===== config.mk =====
export PLATFORM = sky130hd
export DESIGN_NAME = fifo_stream_writer
export DESIGN_NICKNAME = d
export VERILOG_FILES = /design/src/rtl/fifo_stream_writer.sv
export SDC_FILE = /design/constraint.sdc
export NUM_CORES = 1
export LEC_CHECK = 0
export ABC_CLOCK_PERIOD_IN_PS = 6200
export CORE_ASPECT_RATIO = 0.6
export CORE_MARGIN = 1
export CORE_UTILIZATION = 30
export CTS_CLUSTER_SIZE = 28
export DETAILED_ROUTE_END_ITERATION = 8
export GPL_ROUTABILITY_DRIVEN = 1
export MAX_ROUTING_LAYER = met4
export SETUP_SLACK_MARGIN = 0.1
export SLEW_MARGIN = 20
export SYNTH_ARGS = -nofsm -noshare
export SYNTH_HDL_FRONTEND = slang
export SYNTH_SLANG_ARGS = --single-unit

===== constraint.sdc =====
create_clock -name wclk -period 6.2 [get_ports wclk]
set_clock_uncertainty 0.2 [all_clocks]
set_input_delay 1.24 -clock wclk [delete_from_list [all_inputs] [get_ports wclk]]
set_output_delay 1.24 -clock wclk [all_outputs]
set_load 0.01 [all_outputs]

===== src/rtl/fifo_stream_writer.sv =====
// Write-side packet producer for the async FIFO: queues source words, appends a
// length trailer after every packet and keeps write-side statistics.
module fifo_stream_writer #(
    parameter int WORD_SIZE = 8,
    parameter int CNT_SIZE  = 16
) (
    input  logic                 wclk,
    input  logic                 rst,
    input  logic                 s_valid,
    input  logic [WORD_SIZE-1:0] s_data,
    input  logic                 s_last,
    output logic                 s_ready,
    input  logic                 full,
    output logic                 wen,
    output logic [WORD_SIZE-1:0] w_word,
    output logic                 busy,
    output logic [CNT_SIZE-1:0]  word_count,
    output logic [CNT_SIZE-1:0]  pkt_count,
    output logic [CNT_SIZE-1:0]  stall_count
);

    typedef enum logic [1:0] {IDLE, DATA, TRAILER} state_t;

    state_t               r_state;
    state_t               w_state_next;
    logic [WORD_SIZE-1:0] r_q_word [2];
    logic                 r_q_trl  [2];
    logic [1:0]           r_qcnt;
    logic [WORD_SIZE-1:0] r_pkt_len;
    logic [CNT_SIZE-1:0]  r_word_count;
    logic [CNT_SIZE-1:0]  r_pkt_count;
    logic [CNT_SIZE-1:0]  r_stall_count;

    logic                 w_pop;
    logic                 w_accept;
    logic                 w_push_trl;
    logic                 w_push;
    logic [WORD_SIZE-1:0] w_push_word;
    logic [1:0]           w_wr_idx;
    logic [1:0]           w_qcnt_next;
    logic [WORD_SIZE-1:0] w_q_word_next [2];
    logic                 w_q_trl_next  [2];

    // Handshake depends on registers only, so full never reaches s_ready.
    assign s_ready     = (r_qcnt != 2'd2) && (r_state != TRAILER);
    assign wen         = (r_qcnt != 2'd0);
    assign w_word      = wen ? r_q_word[0] : '0;
    assign busy        = (r_state != IDLE) || (r_qcnt != 2'd0);
    assign word_count  = r_word_count;
    assign pkt_count   = r_pkt_count;
    assign stall_count = r_stall_count;

    assign w_pop       = wen && !full;
    assign w_accept    = s_valid && s_ready;
    // A full queue can still take the trailer when the head leaves on the same edge.
    assign w_push_trl  = (r_state == TRAILER) && ((r_qcnt != 2'd2) || w_pop);
    assign w_push      = w_accept || w_push_trl;
    assign w_push_word = w_push_trl ? r_pkt_len : s_data;
    assign w_wr_idx    = r_qcnt - {1'b0, w_pop};
    assign w_qcnt_next = r_qcnt + {1'b0, w_push} - {1'b0, w_pop};

    always_comb begin
        w_state_next = r_state;
        case (r_state)
            IDLE: begin
                if (w_accept) begin
                    w_state_next = s_last ? TRAILER : DATA;
                end
            end
            DATA: begin
                if (w_accept && s_last) begin
                    w_state_next = TRAILER;
                end
            end
            TRAILER: begin
                if (w_push_trl) begin
                    w_state_next = IDLE;
                end
            end
            default: w_state_next = IDLE;
        endcase
    end

    always_comb begin
        w_q_word_next[0] = r_q_word[0];
        w_q_word_next[1] = r_q_word[1];
        w_q_trl_next[0]  = r_q_trl[0];
        w_q_trl_next[1]  = r_q_trl[1];
        if (w_pop) begin
            w_q_word_next[0] = r_q_word[1];
            w_q_trl_next[0]  = r_q_trl[1];
        end
        if (w_push) begin
            if (w_wr_idx == 2'd0) begin
                w_q_word_next[0] = w_push_word;
                w_q_trl_next[0]  = w_push_trl;
            end else begin
                w_q_word_next[1] = w_push_word;
                w_q_trl_next[1]  = w_push_trl;
            end
        end
    end

    always_ff @(posedge wclk or posedge rst) begin
        if (rst) begin
            r_state <= IDLE;
            r_qcnt  <= 2'd0;
            for (int i = 0; i < 2; i++) begin
                r_q_word[i] <= '0;
                r_q_trl[i]  <= 1'b0;
            end
        end else begin
            r_state <= w_state_next;
            r_qcnt  <= w_qcnt_next;
            for (int i = 0; i < 2; i++) begin
                r_q_word[i] <= w_q_word_next[i];
                r_q_trl[i]  <= w_q_trl_next[i];
            end
        end
    end

    // Length wraps at the word width, which is exactly the trailer encoding.
    always_ff @(posedge wclk or posedge rst) begin
        if (rst) begin
            r_pkt_len <= '0;
        end else if (w_push_trl) begin
            r_pkt_len <= '0;
        end else if (w_accept) begin
            r_pkt_len <= r_pkt_len + 1'b1;
        end
    end

    always_ff @(posedge wclk or posedge rst) begin
        if (rst) begin
            r_word_count  <= '0;
            r_pkt_count   <= '0;
            r_stall_count <= '0;
        end else begin
            if (w_pop && !r_q_trl[0]) begin
                r_word_count <= r_word_count + 1'b1;
            end
            if (w_pop && r_q_trl[0]) begin
                r_pkt_count <= r_pkt_count + 1'b1;
            end
            if (wen && full) begin
                r_stall_count <= r_stall_count + 1'b1;
            end
        end
    end

endmodule


==> results of run 1 <==
power groups by stage:
stage | clock [uW] | combinational [uW] | sequential [uW]
4_1_cts | 543 | 708 | 801
3_3_place_gp | 0 | 688 | 800
5_1_grt | 566 | 770 | 830
6_report | 523 | 695 | 801
3_5_place_dp | 0 | 703 | 810
2_1_floorplan | 0 | 438 | 771
area by class of cell:
type,count,area [sq um],share of cell area [%]
repair buffers,72,718,14.6
flip-flops and latches,78,1950,39.8
clock buffers,11,243,4.94
multi-input cells,240,1720,35.0
well taps,165,206,4.20
clock inverters,5,58.8,1.20
inverters,4,15.0,0.306
Yosys cell counts, drive strengths merged, types with 4 or more instances:
master | n | share of area (%)
nor2 | 25 | 2.6
ha | 5 | 1.7
and3 | 11 | 1.8
xor2 | 17 | 4.0
nor4 | 4 | 1.4
o21ai | 5 | 0.77
buf | 11 | 1.8
dfrtp | 78 | 52
nand4 | 12 | 2.2
a21oi | 14 | 2.1
nand3 | 24 | 3.2
mux2i | 27 | 7.2
nor2b | 10 | 1.7
and4 | 4 | 0.93
xnor2 | 34 | 7.9
nand2 | 22 | 2.2
inv | 4 | 0.40
per-layer routing:
layer | GRT usage, % | routed length [um] | up-vias
met5 | - | 0 | -
met4 | 4.55 | 86 | 0
met3 | 4.74 | 351 | 8
met2 | 19.6 | 3500 | 58
met1 | 20.4 | 4430 | 1313
li1 | - | - | 1305
worst max-delay path by stage:
stage,endpoint,cells past startpoint,startpoint,slack (ns)
detailed placement,busy,4,r_qcnt[1],2.45
CTS,busy,4,r_qcnt[1],2.06
global placement,busy,4,r_qcnt[1],2.59
finish,busy,4,r_qcnt[1],2.12
floorplan,pkt_count[0],1,rst,2.76
global route,busy,4,r_qcnt[1],1.95
critical path, stage by stage (launching register included):
cell and delay, ns:
dfrtp_1 0.57, nor2_1 0.67, inv_1 0.20, or3_1 0.37, clkdlybuf4s50_1 0.49
cells by family (layout without fill, tap and decap cells):
family | Yosys count | in the layout | share of synthesized area [%]
AO/OA/AOI/OAI | 31 | 31 | 5.67
XOR/XNOR | 51 | 51 | 11.9
adder cells (fa/ha/maj) | 5 | 5 | 1.67
buffers and inverters | 15 | 92 | 2.23
flip-flops | 78 | 78 | 52.0
multiplexers | 30 | 30 | 8.10
AND/OR/NAND/NOR | 123 | 123 | 18.4
state kept, by name (all words and copies together) (netlist names):
| register | cells |
|---|---|
| pkt_count | 16 |
| r_pkt_len | 8 |
| r_q_trl | 2 |
| r_q_word | 16 |
| r_qcnt | 2 |
| r_state | 2 |
| stall_count | 16 |
| word_count | 16 |
stage by stage:
stage | hold WS, ns | power [uW] | cell area, sq um | instances | setup WS (ns)
finish | 0.275 | 2020 | 4910 | 575 | 2.12
global route | 0.296 | 2160 | 4910 | 575 | 1.95
CTS | 0.279 | 2050 | 4910 | 575 | 2.06
detailed placement | 0.270 | 1510 | 4610 | 559 | 2.45
global placement | 0.261 | 1490 | 4610 | 559 | 2.59
floorplan | 0.249 | 1210 | 3750 | 333 | 2.76
==> out/results.tsv, run 1 <==
metric	value	unit
grt_pass1_wl	13.9	mm
die-area	13000	sq um
syn-num-nets	351	
grt_antenna_before_repair	0	
min_from	pkt_count[15]	
layout_commonest_cell	dfrtp_1	
clk_pin_slew	0.06	ns
rr_worst_depth	7	
placementRows	31	
grt-ovfl-total	0	
p_switching	688	uW
setup_viol	0	
clockPowerShare	25.9	%
period_share	65.9	%
via_per_inst	4.67	
async_reset_ff_share	100	%
wirelength	8.36	mm
cp.required	4.76	ns
fin_util	40.4	%
ios	72	
status	finished clean	
route.detailed.drc	0	
port_buffers	71	
fp.dieH	88.6	um
syn_avg_cell_area	11.3	sq um
cp.arrival	2.64	ns
p_seq_share	39.7	%
drtIter0Drc	151	
fp.dieW	146	um
internal_power	1330	uW
drt_first_pass_iters	4	
rr_startpoint	r_qcnt[0]	
hold_class	reg2reg	
htreeDepth	3	
finalHoldViolations	0	
ys.flop_type	dfrtp_1	
synth_edf_count	0	
hpwlAfterDp	6.08	mm
insertion_delay	0.33	ns
place_congestion	0.782	
initial_utilization	30.9	%
grt_usage	14.6	%
power_frac_comb	34.4	%
final_nets	423	
cts_tree	built	
num_vias	2684	
start_kind	flip-flop	
cts_made_buffers	9	
crit_fanout	13	
antenna_cells	0	
maxSlewViolCount	0	
critPathCaptureType	primary output	
power.density	411	nW/um^2
syn2layout_area_growth	30.8	%
wl_per_cell	14.5	um
ir_worst_vdd	0.172	mV
drive_above_1_share	8.29	%
synth-seq-cells	78	
rsz0062_at_grt	no	
cts_buffer_depth	2	
grt_pass1_vias	2626	
r2r_setup_slack	3.85	ns
total_leakage_power	0.00217	uW
yosysUniqueCellTypes	47	
r2r-end	r_qcnt[1]	
switching_share	34.1	%
cts_resized	0	
finalCriticalPeriod	4.08	ns
min_to	pkt_count[15]	
ys_warn_count	0	
fillers	1154	
fmax	245	MHz
critical_path_class	reg2out	
cts_setup_buffers	0	
seq_area_frac_synth	52.0	%
core-area	12100	sq um
cts-root-buf	clkbuf_16	
grt_max_degree	43	
tightest_slew	0.784	ns
ant_nets	0	
maxCapViolCount	0	
setup-tns-final	0	ns
hold_depth	1	
synthCells	333	
relSlewSlack	47.7	%
ctsHoldBuffers	0	
syn_area	3750	sq um
mostFrequentLayoutCells	78 x dfrtp_1, 71 x clkdlybuf4s50_1, 34 x xnor2_1	
cts_sinks	78	
Note: power is estimated with default switching activity, not from simulation.
==> inputs of run 2 (changes only) <==
--- a/config.mk
+++ b/config.mk
@@ -5,7 +5,7 @@
 export SDC_FILE = /design/constraint.sdc
 export NUM_CORES = 1
 export LEC_CHECK = 0
-export ABC_CLOCK_PERIOD_IN_PS = 6200
+export ABC_CLOCK_PERIOD_IN_PS = 3600
 export CORE_ASPECT_RATIO = 0.6
 export CORE_MARGIN = 1
 export CORE_UTILIZATION = 30
==> constraint.sdc (replaced) <==
create_clock -name wclk -period 3.6 [get_ports wclk]
set_clock_uncertainty 0.2 [all_clocks]
set_input_delay 0.72 -clock wclk [delete_from_list [all_inputs] [get_ports wclk]]
set_output_delay 0.72 -clock wclk [all_outputs]
set_load 0.01 [all_outputs]
==> run 2 against run 1 <==
Net effect: worst setup slack worse by 1.4 ns; combinational power up 77%; first-iteration DRC count up 7.9%; final area up 0.92%; critical path type unchanged; largest power group unchanged.
==> out/results.tsv, run 2 (synthesis gave the netlist of run 1 again) <==
metric	value	unit	change
drt_first_pass_iters	4		unchanged
ios	72		unchanged
cts_sinks	78		unchanged
critical_path_class	reg2out		
place_congestion	0.816		+4.4%
final_nets	425		+0.47%
cts_resized	0		unchanged
cts-root-buf	clkbuf_16		
placed_area	4640	sq um	+0.60%
finalCriticalPeriod	2.90	ns	
wl_met3	410	um	+17%
rsz0062_at_grt	no		
crit_fanout	13		unchanged
layout_commonest_cell	dfrtp_1		
placementRows	31		unchanged
initial_utilization	30.9	%	unchanged
drive_above_1_share	8.98	%	+0.69 points
drtIter0Drc	163		+7.9%
maxSlewViolCount	0		unchanged
wirelength	8.24	mm	-1.4%
hold_class	reg2reg		
cts_made_buffers	9		unchanged
ant_nets	0		unchanged
total_leakage_power	0.00220	uW	+1.5%
die-area	13000	sq um	unchanged
antenna_cells	0		unchanged
finalHoldViolations	0		unchanged
fp.dieW	146	um	unchanged
met2_length	3.41	mm	-2.6%
grt-ovfl-total	0		unchanged
critPathCaptureType	primary output		
via_per_inst	4.68		+0.36%
period_share	80.6	%	
fmax	345	MHz	
status	finished clean		
cp.required	2.68	ns	-2.08 ns
hpwlAfterDp	5.93	mm	-2.4%
power.density	715	nW/um^2	+74%
clk_pin_slew	0.06	ns	about the same
top_layer	met4		
stdcell_area	4950	sq um	+0.92%
ir_worst_vdd	0.272	mV	+58%
fp.dieH	88.6	um	unchanged
relSlewSlack	48.2	%	+0.52 points
core-area	12100	sq um	unchanged
ctsHoldBuffers	0		unchanged
mostFrequentLayoutCells	78 x dfrtp_1, 71 x clkdlybuf4s50_1, 34 x xnor2_1		
cts_buffer_depth	2		unchanged
grt_antenna_before_repair	0		unchanged
wl_met1	4.31	mm	-2.6%
insertion_delay	0.33	ns	about the same
cts_tree	built		
route.detailed.drc	0		unchanged
maxCapViolCount	0		unchanged
cp.arrival	1.98	ns	-0.66 ns
grt_pass1_wl	13.7	mm	-1.2%
num_vias	2703		+0.71%
grt_usage	14.3	%	-0.25 points
grt_pass1_vias	2533		-3.5%
cts_setup_buffers	0		unchanged
syn2layout_area_growth	32.0	%	
grt_max_degree	79		+84%
wl_per_cell	14.3	um	-1.8%
port_buffers	71		unchanged
power	3540	uW	+75%
setup_viol	0		unchanged
htreeDepth	3		unchanged
tightest_slew	0.776	ns	-0.00786 ns
setup-tns-final	0	ns	unchanged
start_kind	flip-flop		
[run 2: cell types whose count changed in the layout (fill, tap and decap cells not counted)]
cell        change
buf_12          +1
clkinvlp_4      -2
inv_6           +1
clkbuf_8        +2
buf_4           +1
clkbuf_1        -1
[run 2: power by group]
part | total (uW) | switching (uW) | internal [uW]
logic | 1230 | 589 | 645
registers | 1360 | 245 | 1110
clock network | 949 | 353 | 596
[run 2: layer usage]
layer  vias to the layer above  global-route usage, %
li1                       1319                      -
met1                      1311                   20.0
met2                        64                   19.4
met3                         9                   4.23
met4                         0                   5.40
met5                         -                      -
[run 2: area by class of cell]
type	instances	area [sq um]
fill	1177	7190
timing repair buffer	74	746
inverter	4	15.0
clock inverter	4	52.6
sequential	78	1950
multi-input combinational	240	1720
tap	165	206
clock buffer	12	267
[run 2: stage by stage]
step	std cells	util (%)	hold WS [ns]	setup slack, ns
2_1_floorplan	333	-	0.249	0.685
3_3_place_gp	561	38.2	0.262	0.639
3_5_place_dp	561	38.2	0.271	0.531
4_1_cts	577	40.8	0.284	0.668
5_1_grt	577	40.8	0.293	0.536
6_report	577	40.8	0.273	0.698
[run 2: path summary, 6_finish.rpt]
check / depth (start not counted) / startpoint / end / slack (ns)
worst max-delay path: 4 / r_qcnt[0] / w_word[2] / 0.70
worst min-delay path: 1 / word_count[15] / word_count[15] / 0.27
worst max register to register: 7 / r_qcnt[0] / r_qcnt[1] / 1.29
worst min register to register: 1 / word_count[15] / word_count[15] / 0.27
max in group asynchronous: 3 / rst / word_count[4] / 2.25
min in group asynchronous: 3 / rst / stall_count[15] / 0.57
[run 2: critical path: stages (launching register included)]
cell and delay, ns:
dfrtp_1 0.61, nor2_1 0.11, buf_4 0.19, nor2b_1 0.17
clkdlybuf4s50_1 0.57
